File: src/rtl/mips_pkg.sv
// Shared MIPS decode constants: opcodes, immediate-extension mode codes and decode helpers.
package mips_pkg;

    localparam logic [5:0] OP_RTYPE = 6'b000000;
    localparam logic [5:0] OP_BEQ   = 6'b000100;
    localparam logic [5:0] OP_BNE   = 6'b000101;
    localparam logic [5:0] OP_ADDI  = 6'b001000;
    localparam logic [5:0] OP_ADDIU = 6'b001001;
    localparam logic [5:0] OP_SLTI  = 6'b001010;
    localparam logic [5:0] OP_SLTIU = 6'b001011;
    localparam logic [5:0] OP_ANDI  = 6'b001100;
    localparam logic [5:0] OP_ORI   = 6'b001101;
    localparam logic [5:0] OP_XORI  = 6'b001110;
    localparam logic [5:0] OP_LUI   = 6'b001111;
    localparam logic [5:0] OP_LW    = 6'b100011;
    localparam logic [5:0] OP_SW    = 6'b101011;

    localparam logic [1:0] EXT_ZERO = 2'd0;
    localparam logic [1:0] EXT_SIGN = 2'd1;
    localparam logic [1:0] EXT_LUI  = 2'd2;

    typedef enum logic {StRun, StBubble} id_state_e;

    function automatic logic [1:0] ext_mode_of(input logic [5:0] op);
        logic [1:0] mode;
        mode = EXT_ZERO;
        case (op)
            OP_ADDI, OP_ADDIU, OP_SLTI, OP_SLTIU,
            OP_LW, OP_SW, OP_BEQ, OP_BNE:    mode = EXT_SIGN;
            OP_ANDI, OP_ORI, OP_XORI:        mode = EXT_ZERO;
            OP_LUI:                          mode = EXT_LUI;
            default:                         mode = EXT_ZERO;
        endcase
        return mode;
    endfunction

    // Opcodes with no immediate field produce a zero result.
    function automatic logic imm_used(input logic [5:0] op);
        logic used;
        used = 1'b0;
        case (op)
            OP_ADDI, OP_ADDIU, OP_SLTI, OP_SLTIU, OP_LW, OP_SW, OP_BEQ, OP_BNE,
            OP_ANDI, OP_ORI, OP_XORI, OP_LUI: used = 1'b1;
            default:                          used = 1'b0;
        endcase
        return used;
    endfunction

    // Instructions that read rt as a source operand.
    function automatic logic reads_rt(input logic [5:0] op);
        return (op == OP_RTYPE) || (op == OP_SW) || (op == OP_BEQ) || (op == OP_BNE);
    endfunction

endpackage

File: src/rtl/imm_ext_unit.sv
// Combinational immediate extender: (raw immediate, mode) -> datapath word.
module imm_ext_unit
    import mips_pkg::*;
#(
    parameter int unsigned DATA_W = 32,
    parameter int unsigned IMM_W  = 16
) (
    input  logic [IMM_W-1:0]  imm,
    input  logic [1:0]        mode,
    output logic [DATA_W-1:0] result
);

    always_comb begin
        result = '0;
        case (mode)
            EXT_SIGN: result = {{(DATA_W-IMM_W){imm[IMM_W-1]}}, imm};
            EXT_ZERO: result = {{(DATA_W-IMM_W){1'b0}}, imm};
            EXT_LUI:  result = {imm, {(DATA_W-IMM_W){1'b0}}};
            default:  result = '0;
        endcase
    end

endmodule

File: src/rtl/id_imm_sequencer.sv
// ID-stage sequencer: immediate extension, ID/EX slot, load-use bubble and flush handling.
// Optional stall_count output is built when ID_STALL_CNT_EN is defined.
module id_imm_sequencer
    import mips_pkg::*;
#(
    parameter int unsigned DATA_W = 32,
    parameter int unsigned IMM_W  = 16,
    parameter int unsigned CNT_W  = 32
) (
    input  logic              clk,
    input  logic              rst,
    input  logic              in_valid,
    input  logic [31:0]       in_instr,
    output logic              in_ready,
    input  logic              flush,
    output logic              out_valid,
    input  logic              out_ready,
    output logic [DATA_W-1:0] out_imm,
    output logic [5:0]        out_opcode,
    output logic [4:0]        out_rs,
    output logic [4:0]        out_rt,
    output logic [4:0]        out_rd,
    output logic              out_memread,
    output logic [1:0]        out_ext_mode
`ifdef ID_STALL_CNT_EN
    ,
    output logic [CNT_W-1:0]  stall_count
`endif
);

    logic [5:0]        in_op;
    logic [4:0]        in_rs, in_rt, in_rd;
    logic [1:0]        in_mode;
    logic [IMM_W-1:0]  raw_imm;
    logic [DATA_W-1:0] ext_imm;

    assign in_op   = in_instr[31:26];
    assign in_rs   = in_instr[25:21];
    assign in_rt   = in_instr[20:16];
    assign in_rd   = in_instr[15:11];
    assign in_mode = ext_mode_of(in_op);
    assign raw_imm = imm_used(in_op) ? in_instr[IMM_W-1:0] : '0;

    imm_ext_unit #(
        .DATA_W (DATA_W),
        .IMM_W  (IMM_W)
    ) u_imm_ext (
        .imm    (raw_imm),
        .mode   (in_mode),
        .result (ext_imm)
    );

    id_state_e         state_q, state_d;
    logic              last_lw_valid_q, last_lw_valid_d;
    logic [4:0]        last_lw_rt_q, last_lw_rt_d;
    logic              out_valid_q, out_valid_d;
    logic [DATA_W-1:0] out_imm_q;
    logic [5:0]        out_opcode_q;
    logic [4:0]        out_rs_q, out_rt_q, out_rd_q;
    logic              out_memread_q;
    logic [1:0]        out_ext_mode_q;

    logic slot_free, hazard, xfer;

    assign slot_free = !out_valid_q || out_ready;
    assign hazard    = last_lw_valid_q && (last_lw_rt_q != 5'd0) && in_valid &&
                       ((in_rs == last_lw_rt_q) || (reads_rt(in_op) && (in_rt == last_lw_rt_q)));
    // During a flush the offer is accepted and dropped so IF/ID can drain.
    assign in_ready  = flush || (slot_free && (state_q == StRun) && !hazard);
    assign xfer      = in_valid && in_ready && !flush;

    always_comb begin
        state_d         = state_q;
        out_valid_d     = out_valid_q;
        last_lw_valid_d = last_lw_valid_q;
        last_lw_rt_d    = last_lw_rt_q;

        if (flush) begin
            state_d = StRun;
        end else if (state_q == StRun && hazard && slot_free) begin
            state_d = StBubble;
        end else if (state_q == StBubble) begin
            state_d = StRun;
        end

        if (flush) begin
            out_valid_d = 1'b0;
        end else if (xfer) begin
            out_valid_d = 1'b1;
        end else if (slot_free) begin
            out_valid_d = 1'b0;
        end

        if (flush) begin
            last_lw_valid_d = 1'b0;
        end else if (xfer) begin
            last_lw_valid_d = (in_op == OP_LW);
            last_lw_rt_d    = in_rt;
        end else if (state_q == StBubble) begin
            last_lw_valid_d = 1'b0;
        end else if (out_valid_q && out_ready && out_memread_q) begin
            last_lw_valid_d = 1'b0;
        end
    end

    always_ff @(posedge clk or posedge rst) begin
        if (rst) begin
            state_q         <= StRun;
            last_lw_valid_q <= 1'b0;
            last_lw_rt_q    <= '0;
            out_valid_q     <= 1'b0;
        end else begin
            state_q         <= state_d;
            last_lw_valid_q <= last_lw_valid_d;
            last_lw_rt_q    <= last_lw_rt_d;
            out_valid_q     <= out_valid_d;
        end
    end

    always_ff @(posedge clk or posedge rst) begin
        if (rst) begin
            out_imm_q      <= '0;
            out_opcode_q   <= '0;
            out_rs_q       <= '0;
            out_rt_q       <= '0;
            out_rd_q       <= '0;
            out_memread_q  <= 1'b0;
            out_ext_mode_q <= EXT_ZERO;
        end else if (xfer) begin
            out_imm_q      <= ext_imm;
            out_opcode_q   <= in_op;
            out_rs_q       <= in_rs;
            out_rt_q       <= in_rt;
            out_rd_q       <= in_rd;
            out_memread_q  <= (in_op == OP_LW);
            out_ext_mode_q <= in_mode;
        end
    end

    assign out_valid    = out_valid_q;
    assign out_imm      = out_imm_q;
    assign out_opcode   = out_opcode_q;
    assign out_rs       = out_rs_q;
    assign out_rt       = out_rt_q;
    assign out_rd       = out_rd_q;
    assign out_memread  = out_memread_q;
    assign out_ext_mode = out_ext_mode_q;

`ifdef ID_STALL_CNT_EN
    logic [CNT_W-1:0] stall_cnt_q;

    always_ff @(posedge clk or posedge rst) begin
        if (rst) begin
            stall_cnt_q <= '0;
        end else if (state_q == StBubble && stall_cnt_q != {CNT_W{1'b1}}) begin
            stall_cnt_q <= stall_cnt_q + 1'b1;
        end
    end

    assign stall_count = stall_cnt_q;
`endif

endmodule

File: config.mk
export PLATFORM = sky130hd
export DESIGN_NAME = id_imm_sequencer
export DESIGN_NICKNAME = d
export VERILOG_FILES = /design/src/rtl/mips_pkg.sv /design/src/rtl/imm_ext_unit.sv /design/src/rtl/id_imm_sequencer.sv
export SDC_FILE = /design/constraint.sdc
export NUM_CORES = 1
export LEC_CHECK = 0
export CAP_MARGIN = 20
export CELL_PAD_IN_SITES_DETAIL_PLACEMENT = 1
export CELL_PAD_IN_SITES_GLOBAL_PLACEMENT = 1
export CORE_ASPECT_RATIO = 0.8
export CORE_UTILIZATION = 35
export CTS_CLUSTER_DIAMETER = 100
export DETAILED_ROUTE_END_ITERATION = 7
export GPL_TIMING_DRIVEN = 1
export PLACE_DENSITY = 0.81
export SLEW_MARGIN = 25
export SYNTH_ARGS = -nofsm -noshare
export SYNTH_HDL_FRONTEND = slang
export SYNTH_SLANG_ARGS = --single-unit
export TNS_END_PERCENT = 20
File: constraint.sdc
create_clock -name clk -period 7.3 [get_ports clk]
set_clock_uncertainty 0.1 [all_clocks]
set_input_delay 1.825 -clock clk [delete_from_list [all_inputs] [get_ports clk]]
set_output_delay 1.825 -clock clk [all_outputs]
set_load 0.1 [all_outputs]
# Yosys cells after proc, flatten, opt, wreduce, memory -nomap -nowiden
# Cells that the tools add are included.
# Widths: inputs -> output; s select.
[word_totals]
output_inout_bits = 58
regBits = 64
elab_cells = 71
in_bits = 37
[classes]
n_bitwise = 2
reduce_logical = 29
n_mux = 13
n_eq_ne = 16
[op_table]
columns = ["op", "n"]
rows = [
  ["$pmux 32 s3", 1],
  ["$eq 6x4->1 const B", 8],
  ["$mux 16", 1],
  ["$eq 6x3->1 const B", 2],
  ["$eq 6x6->1 const B", 2],
  ["$logic_and 1x1->1", 12],
  ["$reduce_or 12->1", 1],
  ["$eq 5x5->1", 2],
  ["$mux 1", 10],
  ["$reduce_or 8->1", 1],
  ["$logic_not 6->1", 1],
  ["$logic_or 1x1->1", 6],
  ["$reduce_bool 5->1", 1],
  ["$pmux 2 s2", 1],
  ["$reduce_bool 4->1", 1],
  ["$logic_not 1->1", 3],
  ["$reduce_bool 3->1", 1],
  ["$eq 2x1->1 const B", 1],
  ["$eq 2x2->1 const B", 1],
  ["$logic_not 2->1", 1],
  ["$not 1->1", 2],
  ["$reduce_and 2->1", 1],
]

# Logic depth before layout (Yosys ltp)
# Gate-level depths: netlist of the first run.
[depth]
word_depth = 14
ltp_mapped = 9
depth_no_buf = 5

# By module
# From an unflattened synthesis of the first run, not the netlist that was laid out.
[unflattened]
cells_unflattened = 225
area_unflattened_um2 = 2937.8
[modules_own_cells]
columns = ["mod", "cells_each", "instances", "seq_area_each_um2", "area_per_inst_um2"]
rows = [
  ["id_imm_sequencer", 185, 1, 1476.4, 2646.3],
  ["imm_ext_unit", 40, 1, 0.0, 291.5],
]

# Worst setup path after synthesis of the first run
# Ideal clock, no wire load.
[synth_timing]
path_kind = "input to output"
start = "input port in_instr[31]"
end = "output port in_ready"
arrival_time_ps = 3264
n_path_buf = 1
setup_slack_ps = 2111
path_stages = 6
t_required_ps = 5375
path_cell_list = "clkbuf_1 -> and4b_1 -> a22oi_1 -> nor4b_1 -> nor2_1 -> a31o_2"
[synth_via]
elab_chain_len = 10
word_cells_on_any_way = 13
classes_between = "eq/ne: 3; reduce/logical: 10"
[synth_lines]
columns = ["element", "line_no", "rtl"]
rows = [
  ["start, declared", "id_imm_sequencer.sv:13", "input logic [31:0] in_instr,"],
  ["$eq 6x6->1 / $logic_not 6->1 (equally long branches)", "mips_pkg.sv:51", "return (op == OP_RTYPE) || (op == OP_SW) || (op == OP_BEQ) || (op == OP_BNE);"],
  ["$logic_or 1x1->1 (2 in a row)", "mips_pkg.sv:51", ""],
  ["$logic_or 1x1->1 (*)", "mips_pkg.sv:51", ""],
  ["$logic_and 1x1->1 (*)", "id_imm_sequencer.sv:67", "((in_rs == last_lw_rt_q) || (reads_rt(in_op) && (in_rt == last_lw_rt_q)));"],
  ["$logic_or 1x1->1 (*)", "id_imm_sequencer.sv:67", ""],
  ["$logic_and 1x1->1 (*)", "id_imm_sequencer.sv:66", "assign hazard = last_lw_valid_q && (last_lw_rt_q != 5'd0) && in_valid &&"],
  ["$logic_not 1->1 (*)", "id_imm_sequencer.sv:69", "assign in_ready = flush || (slot_free && (state_q == StRun) && !hazard);"],
  ["$logic_and 1x1->1 (*)", "id_imm_sequencer.sv:69", ""],
  ["$logic_or 1x1->1 (*)", "id_imm_sequencer.sv:69", ""],
  ["end, declared", "id_imm_sequencer.sv:14", "output logic in_ready,"],
]
# Every way passes the cells marked *; elsewhere a longest branch is shown, timed or not.

# Worst setup path after layout of the first run
# Ends and elaborated chain as after synthesis.

==> flow_results.xml, run 1 <==
<?xml version="1.0" encoding="UTF-8"?>
<metrics>
  <group name="status">
    <metric name="outcome" unit="">complete, no violations</metric>
  </group>
  <group name="yosys">
    <metric name="synth_seq_cells" unit="">59</metric>
    <metric name="synth_edf_count" unit="">0</metric>
    <metric name="average_instance_area_after_synthesis" unit="µm²">11.4</metric>
    <metric name="postSynth.asyncResetShare" unit="">1.00</metric>
    <metric name="synth_warnings" unit="">0</metric>
    <metric name="ys.flop_type" unit="">sky130_fd_sc_hd__dfrtp_1</metric>
    <metric name="synthesis.instances" unit="">245</metric>
    <metric name="synth_nets" unit="">282</metric>
    <metric name="synth_cell_type_count" unit="">33</metric>
    <metric name="share_of_synthesized_area_occupied_by_flip_flops_and_latches" unit="">0.530</metric>
    <metric name="post_synth_instance_area" unit="µm²">2790</metric>
  </group>
  <group name="placed_design">
    <metric name="portBuffers" unit="">94</metric>
    <metric name="place.gp.congestion" unit="">0.715</metric>
    <metric name="place_inst" unit="">433</metric>
    <metric name="hpwlAfterDp" unit="mm">5.03</metric>
  </group>
  <group name="timing">
    <metric name="timing.final.crit_share" unit="">0.809</metric>
    <metric name="timing.setup.tns" unit="ns">0</metric>
    <metric name="count_of_final_max_slew_check_failures" unit="">0</metric>
    <metric name="final-setup-viol-count" unit="">0</metric>
    <metric name="finalCriticalPeriod" unit="ns">5.91</metric>
    <metric name="grt_setup_unrepaired" unit="">no</metric>
    <metric name="fmaxAchievable" unit="MHz">169</metric>
    <metric name="worst-slew-pin-transition" unit="ns">0.999</metric>
    <metric name="slew_headroom" unit="">0.332</metric>
    <metric name="timing.final.hold_violations" unit="">0</metric>
  </group>
  <group name="detailed_routing">
    <metric name="ant_nets" unit="">0</metric>
    <metric name="drt-wirelength-per-cell" unit="µm">15.9</metric>
    <metric name="drt-vias-per-instance" unit="">4.67</metric>
    <metric name="drtIter0Drc" unit="">53</metric>
    <metric name="drt_drc_violations_left" unit="">0</metric>
    <metric name="detailroute.via_count" unit="">2096</metric>
    <metric name="dr.pass1.iters" unit="">4</metric>
    <metric name="wirelength" unit="mm">7.12</metric>
  </group>
  <group name="cts">
    <metric name="tritoncts" unit="">done</metric>
    <metric name="tritoncts.num_buffers" unit="">9</metric>
    <metric name="root_buffer" unit="">sky130_fd_sc_hd__clkbuf_8</metric>
    <metric name="ctsResizeCount" unit="">0</metric>
    <metric name="cts.htree.levels" unit="">3</metric>
    <metric name="clock_slew_at_reported_path_ffs" unit="ns">0.07</metric>
    <metric name="clkSinkCount" unit="">59</metric>
    <metric name="clock_path_buffers" unit="">2</metric>
    <metric name="total_of_hold_buffers_inserted_after_clock_tree_synthesis" unit="">0</metric>
    <metric name="clock_insertion_delay_at_the_later_pin_of_the_skew_report" unit="ns">0.32</metric>
    <metric name="postCtsSetupBuffers" unit="">0</metric>
  </group>
  <group name="grt">
    <metric name="grt_antenna_before_repair" unit="">0</metric>
    <metric name="largest_net_degree_at_the_start_of_global_routing" unit="">60</metric>
    <metric name="grt_usage" unit="">0.183</metric>
    <metric name="first_global_vias" unit="">2231</metric>
    <metric name="grt_first_pass_wirelength" unit="mm">11.5</metric>
    <metric name="remaining_global_route_overflow" unit="">0</metric>
  </group>
  <group name="power_and_ir_drop">
    <metric name="total_leakage_power" unit="nW">1.80</metric>
    <metric name="peakVddDrop" unit="mV">0.183</metric>
    <metric name="pwr_density_cell" unit="nW/µm²">292</metric>
  </group>
  <group name="cells_and_area">
    <metric name="final_net_count" unit="">376</metric>
    <metric name="antennaDiodeCount" unit="">0</metric>
    <metric name="synthToLayoutAreaGrowth" unit="%">44.6</metric>
    <metric name="layout.cells.non_filler" unit="">449</metric>
    <metric name="final_layout_size_suffix_gt1_frac" unit="">0.151</metric>
  </group>
  <group name="floorplanning">
    <metric name="fp-row-count" unit="">28</metric>
    <metric name="core_region_area" unit="µm²">7570</metric>
    <metric name="die_w" unit="µm">102</metric>
    <metric name="fp.dieArea" unit="µm²">8330</metric>
    <metric name="floorplan.initialDensity" unit="">0.368</metric>
    <metric name="ios" unit="">95</metric>
    <metric name="die_h" unit="µm">81.8</metric>
  </group>
  <group name="critical_path">
    <metric name="start_kind" unit="">primary input</metric>
    <metric name="critical_path.max_fanout" unit="">10</metric>
    <metric name="critPathKind" unit="">in2out</metric>
    <metric name="crit_path_end_kind" unit="">output pin</metric>
    <metric name="cp.arrival" unit="ns">3.98</metric>
    <metric name="critPathRequiredTime" unit="ns">5.38</metric>
  </group>
  <group name="job">
    <metric name="drv_cap" unit="">0</metric>
  </group>
  <group name="worst_hold_path">
    <metric name="holdCritPathClass" unit="">reg2reg</metric>
  </group>
</metrics>
[worst paths after layout]
| check | start | slack [ns] | depth (start not counted) | end |
|---|---|---|---|---|
| worst max-delay path | in_instr[31] | 1.39 | 7 | in_ready |
| worst min-delay path | out_opcode[3] | 0.40 | 1 | out_opcode[3] |
| worst max register to register | last_lw_rt_q[3] | 4.42 | 5 | out_ext_mode[1] |
| worst min register to register | out_opcode[3] | 0.40 | 1 | out_opcode[3] |
| max in group asynchronous | rst | 4.64 | 3 | out_opcode[4] |
| min in group asynchronous | rst | 1.92 | 3 | out_imm[9] |
[per-stage QoR]
stage                     total power [mW]  setup WS [ns]  area, µm²  utilization  hold slack (ns)
after floorplan                      0.729           2.11       2790            -            0.412
final                                 1.18           1.39       4030        0.533            0.398
after global placement               0.841           1.48       3800        0.502            0.379
after global routing                  1.23           1.27       4030        0.533            0.420
after CTS                             1.20           1.39       4030        0.533            0.404
after detailed placement             0.848           1.41       3800        0.503            0.386
[sequential cells by signal (all words and copies together) (netlist names)]
signal	flops
out_opcode	6
out_memread	1
out_rt	1
last_lw_rt_q	4
out_valid	1
state_q	1
out_rs	5
last_lw_valid_q	1
out_ext_mode	2
out_rd	5
out_imm	32
[per-layer routing]
layer / global-route usage / wire [µm]
met5: 0 / 0
met4: 0.0478 / 78
met1: 0.246 / 3340
met2: 0.301 / 3510
met3: 0.0366 / 194
[cell type report]
cell class / instances / area, µm²
tap: 105 / 131
sequential: 59 / 1480
clock buffer: 11 / 151
fill: 850 / 3540
multi-input combinational: 141 / 1120
inverter: 31 / 116
clock inverter: 5 / 75.1
timing repair buffer: 97 / 961
[critical path, cell delays in order]
cell and delay, ns:
sky130_fd_sc_hd__clkdlybuf4s50_1 0.69, sky130_fd_sc_hd__and4b_1 0.28, sky130_fd_sc_hd__a22oi_1 0.12, sky130_fd_sc_hd__nor4b_1 0.45
sky130_fd_sc_hd__nor2_1 0.13, sky130_fd_sc_hd__a31o_2 0.26, sky130_fd_sc_hd__buf_4 0.23
[cells in the mapped netlist, types with 2 or more instances]
cell type	count	area [µm²]
sky130_fd_sc_hd__nand2_1	21	78.8
sky130_fd_sc_hd__clkbuf_1	7	26.3
sky130_fd_sc_hd__a211oi_1	4	30.0
sky130_fd_sc_hd__mux2_2	25	282
sky130_fd_sc_hd__xnor2_1	7	61.3
sky130_fd_sc_hd__nor4_1	2	12.5
sky130_fd_sc_hd__mux2i_1	28	280
sky130_fd_sc_hd__o21bai_1	2	15.0
sky130_fd_sc_hd__xor2_1	3	26.3
sky130_fd_sc_hd__inv_1	31	116
sky130_fd_sc_hd__nor2_1	7	26.3
sky130_fd_sc_hd__buf_6	6	67.6
sky130_fd_sc_hd__a21oi_1	16	80.1
sky130_fd_sc_hd__dfrtp_1	59	1480
sky130_fd_sc_hd__nand2b_1	4	25.0
sky130_fd_sc_hd__mux2_1	4	45.0
sky130_fd_sc_hd__nor3_1	3	15.0
[cells in the final DEF (no fill, tap or decap), drive strengths merged, types with 7 or more instances in the layout]
cell	netlist	routed
a21oi	16	16
clkbuf	7	11
clkdlybuf4s50	0	93
dfrtp	59	59
inv	31	31
mux2	29	29
mux2i	28	28
nand2	21	21
nor2	7	7
xnor2	7	7
[where the power goes]
group          leakage (nW)  internal [mW]  total, mW  switching (mW)
logic                 0.914          0.117      0.453           0.335
clock network         0.119          0.209      0.340           0.130
registers             0.765          0.362      0.386          0.0234
[cells by family (layout without fill, tap and decap cells)]
| logic type | after synthesis | in the layout | share of synthesized area |
|---|---|---|---|
| flops | 59 | 59 | 0.530 |
| simple gates | 47 | 47 | 0.0848 |
| compound gates | 27 | 27 | 0.0592 |
| buf+inv | 45 | 144 | 0.0772 |
| xor+xnor | 10 | 10 | 0.0314 |
| mux | 57 | 57 | 0.218 |
Power figures use the tool's default switching activity.
==> run 2: changes to the inputs <==
--- a/config.mk
+++ b/config.mk
@@ -9,11 +9,11 @@
 export CELL_PAD_IN_SITES_DETAIL_PLACEMENT = 1
 export CELL_PAD_IN_SITES_GLOBAL_PLACEMENT = 1
 export CORE_ASPECT_RATIO = 0.8
-export CORE_UTILIZATION = 35
+export CORE_UTILIZATION = 31
 export CTS_CLUSTER_DIAMETER = 100
 export DETAILED_ROUTE_END_ITERATION = 7
 export GPL_TIMING_DRIVEN = 1
-export PLACE_DENSITY = 0.81
+export PLACE_DENSITY = 0.76
 export SLEW_MARGIN = 25
 export SYNTH_ARGS = -nofsm -noshare
 export SYNTH_HDL_FRONTEND = slang
==> constraint.sdc (replaced) <==
create_clock -name clk -period 5.3 [get_ports clk]
set_clock_uncertainty 0.1 [all_clocks]
set_input_delay 1.325 -clock clk [delete_from_list [all_inputs] [get_ports clk]]
set_output_delay 1.325 -clock clk [all_outputs]
set_load 0.1 [all_outputs]
==> flow_results.xml, run 2 (synthesis results as in run 1) <==
<?xml version="1.0" encoding="UTF-8"?>
<metrics>
  <group name="status">
    <metric name="outcome" unit="">complete, no violations</metric>
  </group>
  <group name="grt">
    <metric name="grt_antenna_before_repair" unit="">0</metric>
    <metric name="first_global_vias" unit="">2321</metric>
    <metric name="largest_net_degree_at_the_start_of_global_routing" unit="">60</metric>
    <metric name="grt_usage" unit="">0.165</metric>
    <metric name="remaining_global_route_overflow" unit="">0</metric>
    <metric name="grt_first_pass_wirelength" unit="mm">11.8</metric>
  </group>
  <group name="critical_path">
    <metric name="crit_path_end_kind" unit="">output pin</metric>
    <metric name="critPathRequiredTime" unit="ns">3.88</metric>
    <metric name="critical_path.max_fanout" unit="">10</metric>
    <metric name="start_kind" unit="">primary input</metric>
    <metric name="critPathKind" unit="">in2out</metric>
    <metric name="cp.arrival" unit="ns">3.54</metric>
  </group>
  <group name="timing">
    <metric name="timing.setup.tns" unit="ns">0</metric>
    <metric name="timing.final.hold_violations" unit="">0</metric>
    <metric name="slew_headroom" unit="">0.328</metric>
    <metric name="final-setup-viol-count" unit="">0</metric>
    <metric name="fmaxAchievable" unit="MHz">201</metric>
    <metric name="final.hold.worst_slack" unit="ns">0.394</metric>
    <metric name="post-route-worst-setup-slack" unit="ns">0.335</metric>
    <metric name="grt_setup_unrepaired" unit="">no</metric>
    <metric name="timing.final.crit_share" unit="">0.937</metric>
    <metric name="count_of_final_max_slew_check_failures" unit="">0</metric>
    <metric name="finalCriticalPeriod" unit="ns">4.97</metric>
    <metric name="worst-slew-pin-transition" unit="ns">1.01</metric>
  </group>
  <group name="cells_and_area">
    <metric name="multi_input_gate_area_in_the_final_layout" unit="µm²">1120</metric>
    <metric name="antennaDiodeCount" unit="">0</metric>
    <metric name="final_layout_size_suffix_gt1_frac" unit="">0.149</metric>
    <metric name="layout.cells.non_filler" unit="">454</metric>
    <metric name="synthToLayoutAreaGrowth" unit="%">43.1</metric>
    <metric name="postLayoutCellArea" unit="µm²">3990</metric>
    <metric name="layout.cells.most_common_list" unit="">sky130_fd_sc_hd__clkdlybuf4s50_1, sky130_fd_sc_hd__dfrtp_1, sky130_fd_sc_hd__inv_1</metric>
    <metric name="most_frequent_standard_cell_in_the_layout_excluding_fill_and_tap_cells" unit="">sky130_fd_sc_hd__clkdlybuf4s50_1</metric>
    <metric name="final_core_utilization" unit="">0.464</metric>
    <metric name="fill_cells" unit="">966</metric>
    <metric name="final_net_count" unit="">375</metric>
    <metric name="register_area" unit="µm²">1480</metric>
    <metric name="largest_register_ffs" unit="">32</metric>
  </group>
  <group name="cts">
    <metric name="clock_slew_at_reported_path_ffs" unit="ns">0.07</metric>
    <metric name="clock_insertion_delay_at_the_later_pin_of_the_skew_report" unit="ns">0.32</metric>
    <metric name="postCtsSetupBuffers" unit="">0</metric>
    <metric name="cts.htree.levels" unit="">3</metric>
    <metric name="clkSinkCount" unit="">59</metric>
    <metric name="root_buffer" unit="">sky130_fd_sc_hd__clkbuf_8</metric>
    <metric name="tritoncts.num_buffers" unit="">9</metric>
    <metric name="clock_path_buffers" unit="">2</metric>
    <metric name="tritoncts" unit="">done</metric>
    <metric name="total_of_hold_buffers_inserted_after_clock_tree_synthesis" unit="">0</metric>
    <metric name="ctsResizeCount" unit="">0</metric>
  </group>
  <group name="placed_design">
    <metric name="place_inst" unit="">439</metric>
    <metric name="portBuffers" unit="">94</metric>
    <metric name="place_ws" unit="ns">0.433</metric>
    <metric name="dpl_cell_area" unit="µm²">3820</metric>
    <metric name="hpwlAfterDp" unit="mm">5.02</metric>
    <metric name="place.gp.congestion" unit="">0.735</metric>
  </group>
  <group name="floorplanning">
    <metric name="ios" unit="">95</metric>
    <metric name="die_h" unit="µm">86.8</metric>
    <metric name="die_w" unit="µm">108</metric>
    <metric name="core_region_area" unit="µm²">8600</metric>
    <metric name="floorplan.initialDensity" unit="">0.324</metric>
    <metric name="fp.dieArea" unit="µm²">9380</metric>
    <metric name="fp-row-count" unit="">30</metric>
  </group>
  <group name="power_and_ir_drop">
    <metric name="peakVddDrop" unit="mV">0.170</metric>
    <metric name="report.power.total" unit="mW">1.51</metric>
    <metric name="total_leakage_power" unit="nW">1.77</metric>
    <metric name="pwr_density_cell" unit="nW/µm²">379</metric>
  </group>
  <group name="detailed_routing">
    <metric name="drt-vias-per-instance" unit="">4.68</metric>
    <metric name="drt-wirelength-per-cell" unit="µm">15.8</metric>
    <metric name="drt_drc_violations_left" unit="">0</metric>
    <metric name="dr.pass1.iters" unit="">4</metric>
    <metric name="ant_nets" unit="">0</metric>
    <metric name="drtIter0Drc" unit="">41</metric>
    <metric name="wirelength" unit="mm">7.16</metric>
    <metric name="detailroute.via_count" unit="">2124</metric>
  </group>
  <group name="job">
    <metric name="drv_cap" unit="">0</metric>
  </group>
  <group name="worst_hold_path">
    <metric name="holdCritPathClass" unit="">reg2reg</metric>
  </group>
</metrics>
==> run 2: changes by cell type in the layout (fill, tap and decap cells not counted) <==
cell / before / now
sky130_fd_sc_hd__buf_12: 0 / 1
sky130_fd_sc_hd__buf_4: 4 / 2
sky130_fd_sc_hd__bufinv_16: 2 / 0
sky130_fd_sc_hd__clkbuf_8: 11 / 10
sky130_fd_sc_hd__clkinvlp_4: 0 / 2
sky130_fd_sc_hd__nor3_1: 3 / 2
sky130_fd_sc_hd__nor3_2: 0 / 1
==> run 2: worst paths after layout <==
check                           startpoint       endpoint  slack, ns  cells after the start
max in group asynchronous              rst     out_imm[0]       3.16                      3
max reg2reg                last_lw_rt_q[3]  out_opcode[3]       2.40                      5
max                           in_instr[31]       in_ready       0.33                      7
min in group asynchronous              rst     out_imm[9]       1.45                      3
min                          out_opcode[1]  out_opcode[1]       0.39                      1
min reg2reg                  out_opcode[1]  out_opcode[1]       0.39                      1
==> run 2: where the power goes <==
part | internal [mW] | switching [mW]
Sequential | 0.499 | 0.0337
Clock | 0.177 | 0.179
Combinational | 0.162 | 0.461
Total | 0.839 | 0.673
==> run 2: routing by layer <==
layer,global-route usage,part of all wire
met3,0.0451,0.039
met4,0.0486,0.0043
met1,0.208,0.46
met5,0,0
met2,0.274,0.50
==> run 2: area by class of cell <==
cell class / instances / area share
clock buffers: 10 / 0.0345
repair buffers: 96 / 0.242
flip-flops and latches: 59 / 0.370
well taps: 112 / 0.0351
multi-input cells: 141 / 0.282
inverters: 31 / 0.0292
clock inverters: 5 / 0.00753
==> run 2: worst max-delay path, stage by stage <==
cell                              delay (ns)
sky130_fd_sc_hd__clkdlybuf4s50_1        0.69
sky130_fd_sc_hd__and4b_1                0.27
sky130_fd_sc_hd__a22oi_1                0.12
sky130_fd_sc_hd__nor4b_1                0.51
sky130_fd_sc_hd__nor2_1                 0.15
sky130_fd_sc_hd__a31o_2                 0.30
sky130_fd_sc_hd__buf_12                 0.17
